<file path="config.mk">
export PLATFORM = sky130hd
export DESIGN_NAME = branch_hazard_ctrl
export DESIGN_NICKNAME = d
export VERILOG_FILES = /design/src/rtl/branch_hazard_ctrl_pkg.sv /design/src/rtl/hazard_stall_calc.sv /design/src/rtl/branch_hazard_ctrl.sv
export SDC_FILE = /design/constraint.sdc
export NUM_CORES = 1
export LEC_CHECK = 0
export ABC_CLOCK_PERIOD_IN_PS = 2900
export BUFFER_PORTS_ARGS = -buffer_cell sky130_fd_sc_hd__buf_2
export CAP_MARGIN = 20
export CORE_MARGIN = 4
export CORE_UTILIZATION = 50
export DETAILED_ROUTE_END_ITERATION = 12
export GPL_TIMING_DRIVEN = 0
export PLACE_DENSITY_LB_ADDON = 0.08
export SLEW_MARGIN = 15
export SYNTH_ARGS = -nofsm -noshare
export SYNTH_HDL_FRONTEND = slang
export SYNTH_SLANG_ARGS = --single-unit
</file>
<file path="constraint.sdc">
create_clock -name clk -period 2.9 [get_ports clk]
set_input_delay 0 -clock clk [delete_from_list [all_inputs] [get_ports clk]]
set_output_delay 0 -clock clk [all_outputs]
set_load 0.05 [all_outputs]
</file>
<file path="src/rtl/branch_hazard_ctrl_pkg.sv">
// Shared pipeline definitions for ID-stage branch hazard control.
package branch_hazard_ctrl_pkg;

  localparam int unsigned REG_AW = 5;

  // Writes to register 0 are discarded, so it never creates a dependency.
  localparam logic [REG_AW-1:0] ZERO_REG = '0;

  typedef enum logic {
    ST_IDLE  = 1'b0,
    ST_STALL = 1'b1
  } state_e;

endpackage

</file>
<file path="src/rtl/hazard_stall_calc.sv">
// Combinational stall-length calculator: how many cycles the ID instruction
// must wait before its operands (or the branch comparator's) are usable.
module hazard_stall_calc
  import branch_hazard_ctrl_pkg::*;
(
  input  logic              id_branch_i,
  input  logic              id_use_rs_i,
  input  logic              id_use_rt_i,
  input  logic [REG_AW-1:0] id_rs_i,
  input  logic [REG_AW-1:0] id_rt_i,
  input  logic              ex_wr_en_i,
  input  logic              ex_load_i,
  input  logic [REG_AW-1:0] ex_rd_i,
  input  logic              mem_wr_en_i,
  input  logic              mem_load_i,
  input  logic [REG_AW-1:0] mem_rd_i,
  output logic [1:0]        stall_n_o
);

  logic ex_rs_hit, ex_rt_hit, mem_rs_hit, mem_rt_hit;
  logic ex_hit, mem_hit;

  assign ex_rs_hit  = id_use_rs_i & (id_rs_i == ex_rd_i) & (ex_rd_i != ZERO_REG) & ex_wr_en_i;
  assign ex_rt_hit  = id_use_rt_i & (id_rt_i == ex_rd_i) & (ex_rd_i != ZERO_REG) & ex_wr_en_i;
  assign mem_rs_hit = id_use_rs_i & (id_rs_i == mem_rd_i) & (mem_rd_i != ZERO_REG) & mem_wr_en_i;
  assign mem_rt_hit = id_use_rt_i & (id_rt_i == mem_rd_i) & (mem_rd_i != ZERO_REG) & mem_wr_en_i;

  assign ex_hit  = ex_rs_hit | ex_rt_hit;
  assign mem_hit = mem_rs_hit | mem_rt_hit;

  // Any EX hit on a branch costs at least as much as a MEM hit, so EX wins the max.
  always_comb begin
    stall_n_o = 2'd0;
    if (id_branch_i) begin
      if (ex_hit) begin
        stall_n_o = ex_load_i ? 2'd2 : 2'd1;
      end else if (mem_hit && mem_load_i) begin
        stall_n_o = 2'd1;
      end
    end else if (ex_hit && ex_load_i) begin
      stall_n_o = 2'd1;
    end
  end

endmodule

</file>
<file path="src/rtl/branch_hazard_ctrl.sv">
// ID-stage branch hazard controller: stalls PC/IF-ID with an ID/EX bubble for
// the required cycles, then turns a taken branch into a one-cycle IF/ID flush.
module branch_hazard_ctrl
  import branch_hazard_ctrl_pkg::*;
#(
  parameter int unsigned CNT_W = 16
) (
  input  logic              clk,
  input  logic              rst,
  input  logic              id_branch_i,
  input  logic              id_use_rs_i,
  input  logic              id_use_rt_i,
  input  logic [REG_AW-1:0] id_rs_i,
  input  logic [REG_AW-1:0] id_rt_i,
  input  logic              ex_wr_en_i,
  input  logic              ex_load_i,
  input  logic [REG_AW-1:0] ex_rd_i,
  input  logic              mem_wr_en_i,
  input  logic              mem_load_i,
  input  logic [REG_AW-1:0] mem_rd_i,
  input  logic              flush_ctrl_i,
  output logic              pc_stall_o,
  output logic              ifid_stall_o,
  output logic              idex_bubble_o,
  output logic              ifid_flush_o,
  output logic [CNT_W-1:0]  stall_cnt_o,
  output logic [CNT_W-1:0]  flush_cnt_o
);

  localparam logic [CNT_W-1:0] CntMax = '1;
  localparam logic [CNT_W-1:0] CntOne = CNT_W'(1);

  state_e           state_q, state_d;
  logic [1:0]       remain_q, remain_d;
  logic [1:0]       stall_n;
  logic             stall_now;
  logic [CNT_W-1:0] stall_cnt_q, stall_cnt_d;
  logic [CNT_W-1:0] flush_cnt_q, flush_cnt_d;

  hazard_stall_calc u_calc (
    .id_branch_i (id_branch_i),
    .id_use_rs_i (id_use_rs_i),
    .id_use_rt_i (id_use_rt_i),
    .id_rs_i     (id_rs_i),
    .id_rt_i     (id_rt_i),
    .ex_wr_en_i  (ex_wr_en_i),
    .ex_load_i   (ex_load_i),
    .ex_rd_i     (ex_rd_i),
    .mem_wr_en_i (mem_wr_en_i),
    .mem_load_i  (mem_load_i),
    .mem_rd_i    (mem_rd_i),
    .stall_n_o   (stall_n)
  );

  // Next-state and control outputs; the comparator result is trusted only when
  // no stall is running or being raised this cycle.
  always_comb begin
    state_d      = state_q;
    remain_d     = remain_q;
    stall_now    = 1'b0;
    ifid_flush_o = 1'b0;
    unique case (state_q)
      ST_IDLE: begin
        if (stall_n != 2'd0) begin
          stall_now = 1'b1;
          remain_d  = stall_n - 2'd1;
          state_d   = (stall_n > 2'd1) ? ST_STALL : ST_IDLE;
        end else begin
          ifid_flush_o = id_branch_i & flush_ctrl_i;
        end
      end
      ST_STALL: begin
        stall_now = 1'b1;
        remain_d  = remain_q - 2'd1;
        if (remain_q == 2'd1) begin
          state_d = ST_IDLE;
        end
      end
    endcase
    if (rst) begin
      stall_now    = 1'b0;
      ifid_flush_o = 1'b0;
    end
    pc_stall_o    = stall_now;
    ifid_stall_o  = stall_now;
    idex_bubble_o = stall_now;
  end

  // Saturating event counters.
  always_comb begin
    stall_cnt_d = stall_cnt_q;
    flush_cnt_d = flush_cnt_q;
    if (stall_now && (stall_cnt_q != CntMax)) begin
      stall_cnt_d = stall_cnt_q + CntOne;
    end
    if (ifid_flush_o && (flush_cnt_q != CntMax)) begin
      flush_cnt_d = flush_cnt_q + CntOne;
    end
  end

  // State and counter registers with synchronous reset.
  always_ff @(posedge clk) begin
    if (rst) begin
      state_q     <= ST_IDLE;
      remain_q    <= 2'd0;
      stall_cnt_q <= '0;
      flush_cnt_q <= '0;
    end else begin
      state_q     <= state_d;
      remain_q    <= remain_d;
      stall_cnt_q <= stall_cnt_d;
      flush_cnt_q <= flush_cnt_d;
    end
  end

  assign stall_cnt_o = stall_cnt_q;
  assign flush_cnt_o = flush_cnt_q;

endmodule

</file>
# [Word-level counts from Yosys, hierarchy flattened]
# Cells that the tools add are included.
[op_classes] addsub=4 n_lt_le_gt_ge=1 n_eq_ne=8 mux=17 bitwise=16 reduce_logical=7
[op_table] op="adder 16 x 1 -> 16 bit, second input constant" count=2
[op_table] op="!= test 16 bit, second input constant" count=2
[op_table] op="== test 5 bit" count=4
[op_table] op="bitwise AND 1 bit" count=13
[op_table] op="two-way mux 1 bit" count=10
[op_table] op="nonzero test 5 bit" count=2
[op_table] op="two-way mux 2 bit" count=4
[op_table] op="logical AND 1 bit" count=4
[op_table] op="one-hot mux 1 bit (2 select lines)" count=2
[op_table] op="one-hot mux 2 bit (2 select lines)" count=1
[op_table] op="subtractor 2 x 1 -> 2 bit, second input constant" count=2
[op_table] op="== test 2 x 1 -> 1 bit, second input constant" count=1
[op_table] op="> comparator 2 x 1 -> 1 bit, second input constant" count=1
[op_table] op="!= test 2 bit, second input constant" count=1
[op_table] op="OR 1 bit" count=2
[op_table] op="nonzero test 2 bit" count=1
[op_table] op="NOT 1 bit" count=1
[totals] reg_bits=35 output_inout_bits=36 wordCells=57

# [Depth between registers and ports, before layout]
[logic_depth] ltp_word=14 ltp_mapped=12 ltp_nobuf=12

# [Modules after synthesis]
# From an unflattened synthesis, not the netlist that was laid out.
[hier_totals] hier_cells=263 area_unflattened_um2=2175.8
[modules_own_cells] mod="branch_hazard_ctrl" instances=1 cells_per_inst=225 area_each_um2=1879.3 seq_area_each_um2=700.7
[modules_own_cells] mod="hazard_stall_calc" instances=1 cells_per_inst=38 area_each_um2=296.5 seq_area_each_um2=0.0

# [Worst setup path after synthesis]
# OpenSTA, ideal clock, no wires.
[synth_timing] kind="input to register" startpoint="input ex_rd_i[1]" endpoint="register stall_cnt_q[3] (netlist: stall_cnt_o[3])" arrival_time_ns=2.683 required_ns=2.772 setup_slack_ns=0.089 cell_stages=12 path_buffers=0 path_cell_list="or4_1 > o21ai_0 > inv_1 > and2_1 > o21a_1 > ha_1 > nor2b_4 > nor2_2 > a21boi_2 > and4_1 > xnor2_1 > nor2_1"
[synth_via] elab_chain_cells=13 elab_cells_between_ends=19 classes_between="2 x eq/ne; 6 x mux; 7 x bitwise; 4 x reduce/logical"
[synth_rtl] item="start: declaration" line="branch_hazard_ctrl.sv:17" text="input logic [REG_AW-1:0] ex_rd_i,"
[synth_rtl] item="== test 5 bit (on tied branches)" line="hazard_stall_calc.sv:23, hazard_stall_calc.sv:24"
[synth_rtl] item="bitwise AND 1 bit (on tied branches) (3 in a row)" line="hazard_stall_calc.sv:23, hazard_stall_calc.sv:24"
[synth_rtl] item="OR 1 bit *" line="hazard_stall_calc.sv:28" text="assign ex_hit = ex_rs_hit | ex_rt_hit;"
[synth_rtl] item="logical AND 1 bit" line="hazard_stall_calc.sv:40" text="end else if (ex_hit && ex_load_i) begin"
[synth_rtl] item="two-way mux 1 bit" line="hazard_stall_calc.sv:40"
[synth_rtl] item="two-way mux 2 bit *" line="hazard_stall_calc.sv:34" text="if (id_branch_i) begin"
[synth_rtl] item="nonzero test 2 bit *" line="branch_hazard_ctrl.sv:64" text="if (stall_n != 2'd0) begin"
[synth_rtl] item="two-way mux 1 bit *" line="branch_hazard_ctrl.sv:64"
[synth_rtl] item="one-hot mux 1 bit (2 select lines) *" line="branch_hazard_ctrl.sv:62" text="unique case (state_q)"
[synth_rtl] item="two-way mux 1 bit *" line="branch_hazard_ctrl.sv:80" text="if (rst) begin"
[synth_rtl] item="named net idex_bubble_o" line="branch_hazard_ctrl.sv:24" text="output logic idex_bubble_o,"
[synth_rtl] item="logical AND 1 bit *" line="branch_hazard_ctrl.sv:93" text="if (stall_now && (stall_cnt_q != CntMax)) begin"
[synth_rtl] item="end signal: assignment" line="branch_hazard_ctrl.sv:111" text="stall_cnt_q <= stall_cnt_d;"
[synth_rtl] item="end: declaration" line="branch_hazard_ctrl.sv:37" text="logic [CNT_W-1:0] stall_cnt_q, stall_cnt_d;"
# The timed path passes the listed nets; every way through them passes the cells marked *.
# A chain may end at the register's enable or synchronous reset.

# [Final worst setup path]
[layout_timing] startpoint="input ex_rd_i[1]" endpoint="register stall_cnt_q[3] (netlist: stall_cnt_o[3])"
[layout_via] elab_chain_cells=13 elab_cells_between_ends=19 classes_between="2 x eq/ne; 6 x mux; 7 x bitwise; 4 x reduce/logical"
[layout_rtl] item="== test 5 bit (on tied branches)" line="hazard_stall_calc.sv:23, hazard_stall_calc.sv:24"
[layout_rtl] item="bitwise AND 1 bit (on tied branches) (3 in a row)" line="hazard_stall_calc.sv:23, hazard_stall_calc.sv:24"
[layout_rtl] item="OR 1 bit *" line="hazard_stall_calc.sv:28"
[layout_rtl] item="logical AND 1 bit" line="hazard_stall_calc.sv:40"
[layout_rtl] item="two-way mux 1 bit" line="hazard_stall_calc.sv:40"
[layout_rtl] item="two-way mux 2 bit *" line="hazard_stall_calc.sv:34"
[layout_rtl] item="nonzero test 2 bit *" line="branch_hazard_ctrl.sv:64"
[layout_rtl] item="two-way mux 1 bit *" line="branch_hazard_ctrl.sv:64"
[layout_rtl] item="one-hot mux 1 bit (2 select lines) *" line="branch_hazard_ctrl.sv:62"
[layout_rtl] item="two-way mux 1 bit *" line="branch_hazard_ctrl.sv:80"
[layout_rtl] item="logical AND 1 bit *" line="branch_hazard_ctrl.sv:93"
# Every way passes the cells marked *; elsewhere a longest branch is shown, timed or not.

==> results.sh <==
export IMPL_vdd_drop_max_mv=0.334
export IMPL_wirelength_um=4170
export IMPL_yosysMostFrequentCell="nor2_1"
export IMPL_cts_tree="yes"
export IMPL_synth_largest_area_cell="dfxtp_1"
export IMPL_yosysWarnings=0
export IMPL_drv_slew=0
export IMPL_die_h_um=70.8
export IMPL_synth_nets=259
export IMPL_pwr_share_comb_pct=10.1
export IMPL_vias_per_cell=5.09
export IMPL_setup_viol=0
export IMPL_htree_levels=2
export IMPL_fin_util_pct=65.6
export IMPL_postCtsHoldBufs=0
export IMPL_yosys_area_share_xor_xnor_pct=22.2
export IMPL_critPathKind="in -> reg"
export IMPL_synth_cell_type_count=39
export IMPL_async_flop_share_pct=0
export IMPL_synth_adder_area_share_pct=2.54
export IMPL_power_density_mw_per_mm2=392
export IMPL_core_rowCount=22
export IMPL_drive_gt1_share_pct=29.5
export IMPL_swShare_pct=23.0
export IMPL_rsz0062_at_grt="false"
export IMPL_required_ps=3060
export IMPL_grt_pass1_wl_um=7410
export IMPL_clock_power_share_pct=39.5
export IMPL_crit_fanout=9
export IMPL_critPathLaunchType="input pin"
export IMPL_cts_clk_slew_worst_paths_ps=70
export IMPL_synthMuxAreaShare_pct=2.09
export IMPL_min_to="stall_cnt_o[4]$_SDFFE_PP0P_"
export IMPL_portBuffers=65
export IMPL_ys_top_cells_by_area="dfxtp_1 (36%), xor2_1 (13%), xnor2_1 (9.3%)"
export IMPL_synth_cells=225
export IMPL_synth_common_cells="nor2_1 (39), dfxtp_1 (35), xor2_1 (29), xnor2_1 (21)"
export IMPL_synth_edff_count=0
export IMPL_p_leak_nw=1.05
export IMPL_vias=1761
export IMPL_r2r_start="stall_cnt_o[0]$_SDFFE_PP0P_"
export IMPL_numCtsBuffers=5
export IMPL_period_needed_ps=2440
export IMPL_core_area_mm2=0.00374
export IMPL_wl_per_cell_um=12.0
export IMPL_cts_resized=0
export IMPL_rr_endpoint="stall_cnt_o[3]$_SDFFE_PP0P_"
export IMPL_clock_sinks=35
export IMPL_root_buffer="clkbuf_8"
export IMPL_tightestPinTransition_ps=469
export IMPL_yosysTopAreaCellShare_pct=35.5
export IMPL_syn_to_final_growth_pct=24.6
export IMPL_fin_tns_setup_ps=0
export IMPL_synth_top_family_by_area="simple AND/OR/NAND/NOR gates"
export IMPL_synthSimpleGateAreaFrac_pct=28.7
export IMPL_worstSetupEndpointType="register"
export IMPL_fin_skew_ps=3.46
export IMPL_p_seq_share_pct=50.4
export IMPL_fin_crit_sh_pct=84.1
export IMPL_grt_pass1_vias=1697
export IMPL_outcome="completed"
export IMPL_min_from="rst"
export IMPL_synth_compound_area_share_pct=6.22
export IMPL_grt_overflow_total=0
export IMPL_hold_path_depth=4
export IMPL_antenna_found_initial=0
export IMPL_gp_congestion=0.870
export IMPL_place_hpwl_um=3340
export IMPL_grt_use_total_pct=17.7
export IMPL_clock_latency_ps=280
export IMPL_drtAntennaViolNets=0
export IMPL_reg2regPathDepth=7
export IMPL_p_sw_mw=0.221
export IMPL_drt_iter0_drc=40
export IMPL_intPower_mw=0.742
export IMPL_die_w_um=70.8
export IMPL_detail_route_first_pass_iterations=4
export IMPL_place_inst=338
export IMPL_die_area_mm2=0.00501
export IMPL_rrSetupSlack_ps=1010
export IMPL_initial_core_util_pct=52.7
export IMPL_nets=331
export IMPL_syn_cell_area_mm2=0.00197
export IMPL_synth_area_per_cell_um2=8.76
export IMPL_arrival_ps=2600
export IMPL_hold_viol=0
export IMPL_grt_max_degree=11
export IMPL_slew_headroom_pct=68.5
export IMPL_dominantRegCellSynth="dfxtp_1"
export IMPL_fmax_mhz=410
export IMPL_final_cells=346
export IMPL_yosysSeqAreaShare_pct=35.5
export IMPL_diodes=0
export IMPL_drc=0
export IMPL_hold_class="in -> reg"
export IMPL_synth_seq_cells=35
export IMPL_ioPinCount=66
export IMPL_cts_buffer_depth=2
export IMPL_postCtsSetupBuffers=0
export IMPL_maxCapViolCount=0
-- state kept, by name (all words and copies together) (netlist names) --
| signal | flops |
|---|---|
| flush_cnt_o | 16 |
| remain_q | 2 |
| stall_cnt_o | 16 |
| state_q | 1 |
-- power by group through the flow --
stage          combinational, mW  sequential, mW  clock [mW]
2_1_floorplan             0.0512           0.501           0
5_1_grt                    0.108           0.486       0.415
3_3_place_gp              0.0976           0.497           0
4_1_cts                   0.0987           0.486       0.392
3_5_place_dp              0.0981           0.497           0
6_report                  0.0975           0.486       0.380
-- critical path, cell delays in order --
cell	delay (ps)
buf_2	120
or4_1	520
o21ai_0	150
inv_1	80
and2_1	150
o21a_1	170
ha_1	230
nor2b_4	160
nor2_2	170
a21boi_2	400
and4_1	260
xnor2_1	120
nor2_1	50
-- final cells by class --
type | count | area (µm²)
Buffer | 6 | 30.0
Sequential cell | 35 | 701
Multi-Input combinational cell | 178 | 1220
Tap cell | 48 | 60.1
Clock buffer | 8 | 100
Inverter | 6 | 22.5
Timing Repair Buffer | 65 | 325
Fill cell | 363 | 1290
-- routing by layer --
metal  part of all wire [%]  wire, µm  global-route usage, %  vias up
met4                   0.65        27                   4.38        0
li1                       -         -                      -      913
met1                     46      1920                   22.4      807
met5                      0         0                      0        -
met2                     47      1970                   29.8       37
met3                    6.0       250                   4.69        4
-- layout by cell type, fill, tap and decap left out, types with 2 or more instances in the layout --
cell and instances:
mux2i_1 3, xnor2_1 21, nand4_1 14, or4_1 2, nand2b_1 2, clkbuf_8 7
and3_1 5, o21ai_0 2, inv_1 6, nor4_1 2, and4_1 2, and4_4 2
and2_1 2, nand3_1 12, nor3_1 2, xor2_1 29, buf_4 2, buf_2 65
nor3_2 2, nand2_1 14, a21oi_1 3, nor2_1 39, clkbuf_1 4, dfxtp_1 35
nor4_2 2, ha_1 4
-- logic make-up (layout without fill, tap and decap cells) --
logic type / after synthesis / count (layout)
flip-flops: 35 / 35
AND/OR/NAND/NOR: 106 / 106
buffers and inverters: 12 / 85
adder cells (fa/ha/maj): 4 / 4
XOR/XNOR: 50 / 50
multiplexers: 4 / 4
AO/OA/AOI/OAI: 14 / 14
-- stage by stage --
step,power [mW],instance area [µm²],hold slack [ps],setup slack [ps]
5_1_grt,1.01,2460,135,218
2_1_floorplan,0.552,1970,246,89.5
6_report,0.964,2460,113,460
3_5_place_dp,0.595,2360,408,151
3_3_place_gp,0.594,2360,402,181
4_1_cts,0.977,2460,109,446
-- worst max-delay path by stage --
stage / cells past startpoint / slack (ps) / start / end
finish: 13 / 460 / ex_rd_i[1] / stall_cnt_o[3]$_SDFFE_PP0P_
global route: 13 / 220 / ex_rd_i[1] / flush_cnt_o[15]$_SDFFE_PP0P_
detailed placement: 13 / 150 / ex_rd_i[1] / stall_cnt_o[3]$_SDFFE_PP0P_
floorplan: 12 / 90 / ex_rd_i[1] / stall_cnt_o[3]$_SDFFE_PP0P_
global placement: 13 / 180 / ex_rd_i[1] / stall_cnt_o[3]$_SDFFE_PP0P_
CTS: 13 / 450 / ex_rd_i[1] / stall_cnt_o[3]$_SDFFE_PP0P_
No activity file was read; power rests on OpenSTA's default activity.
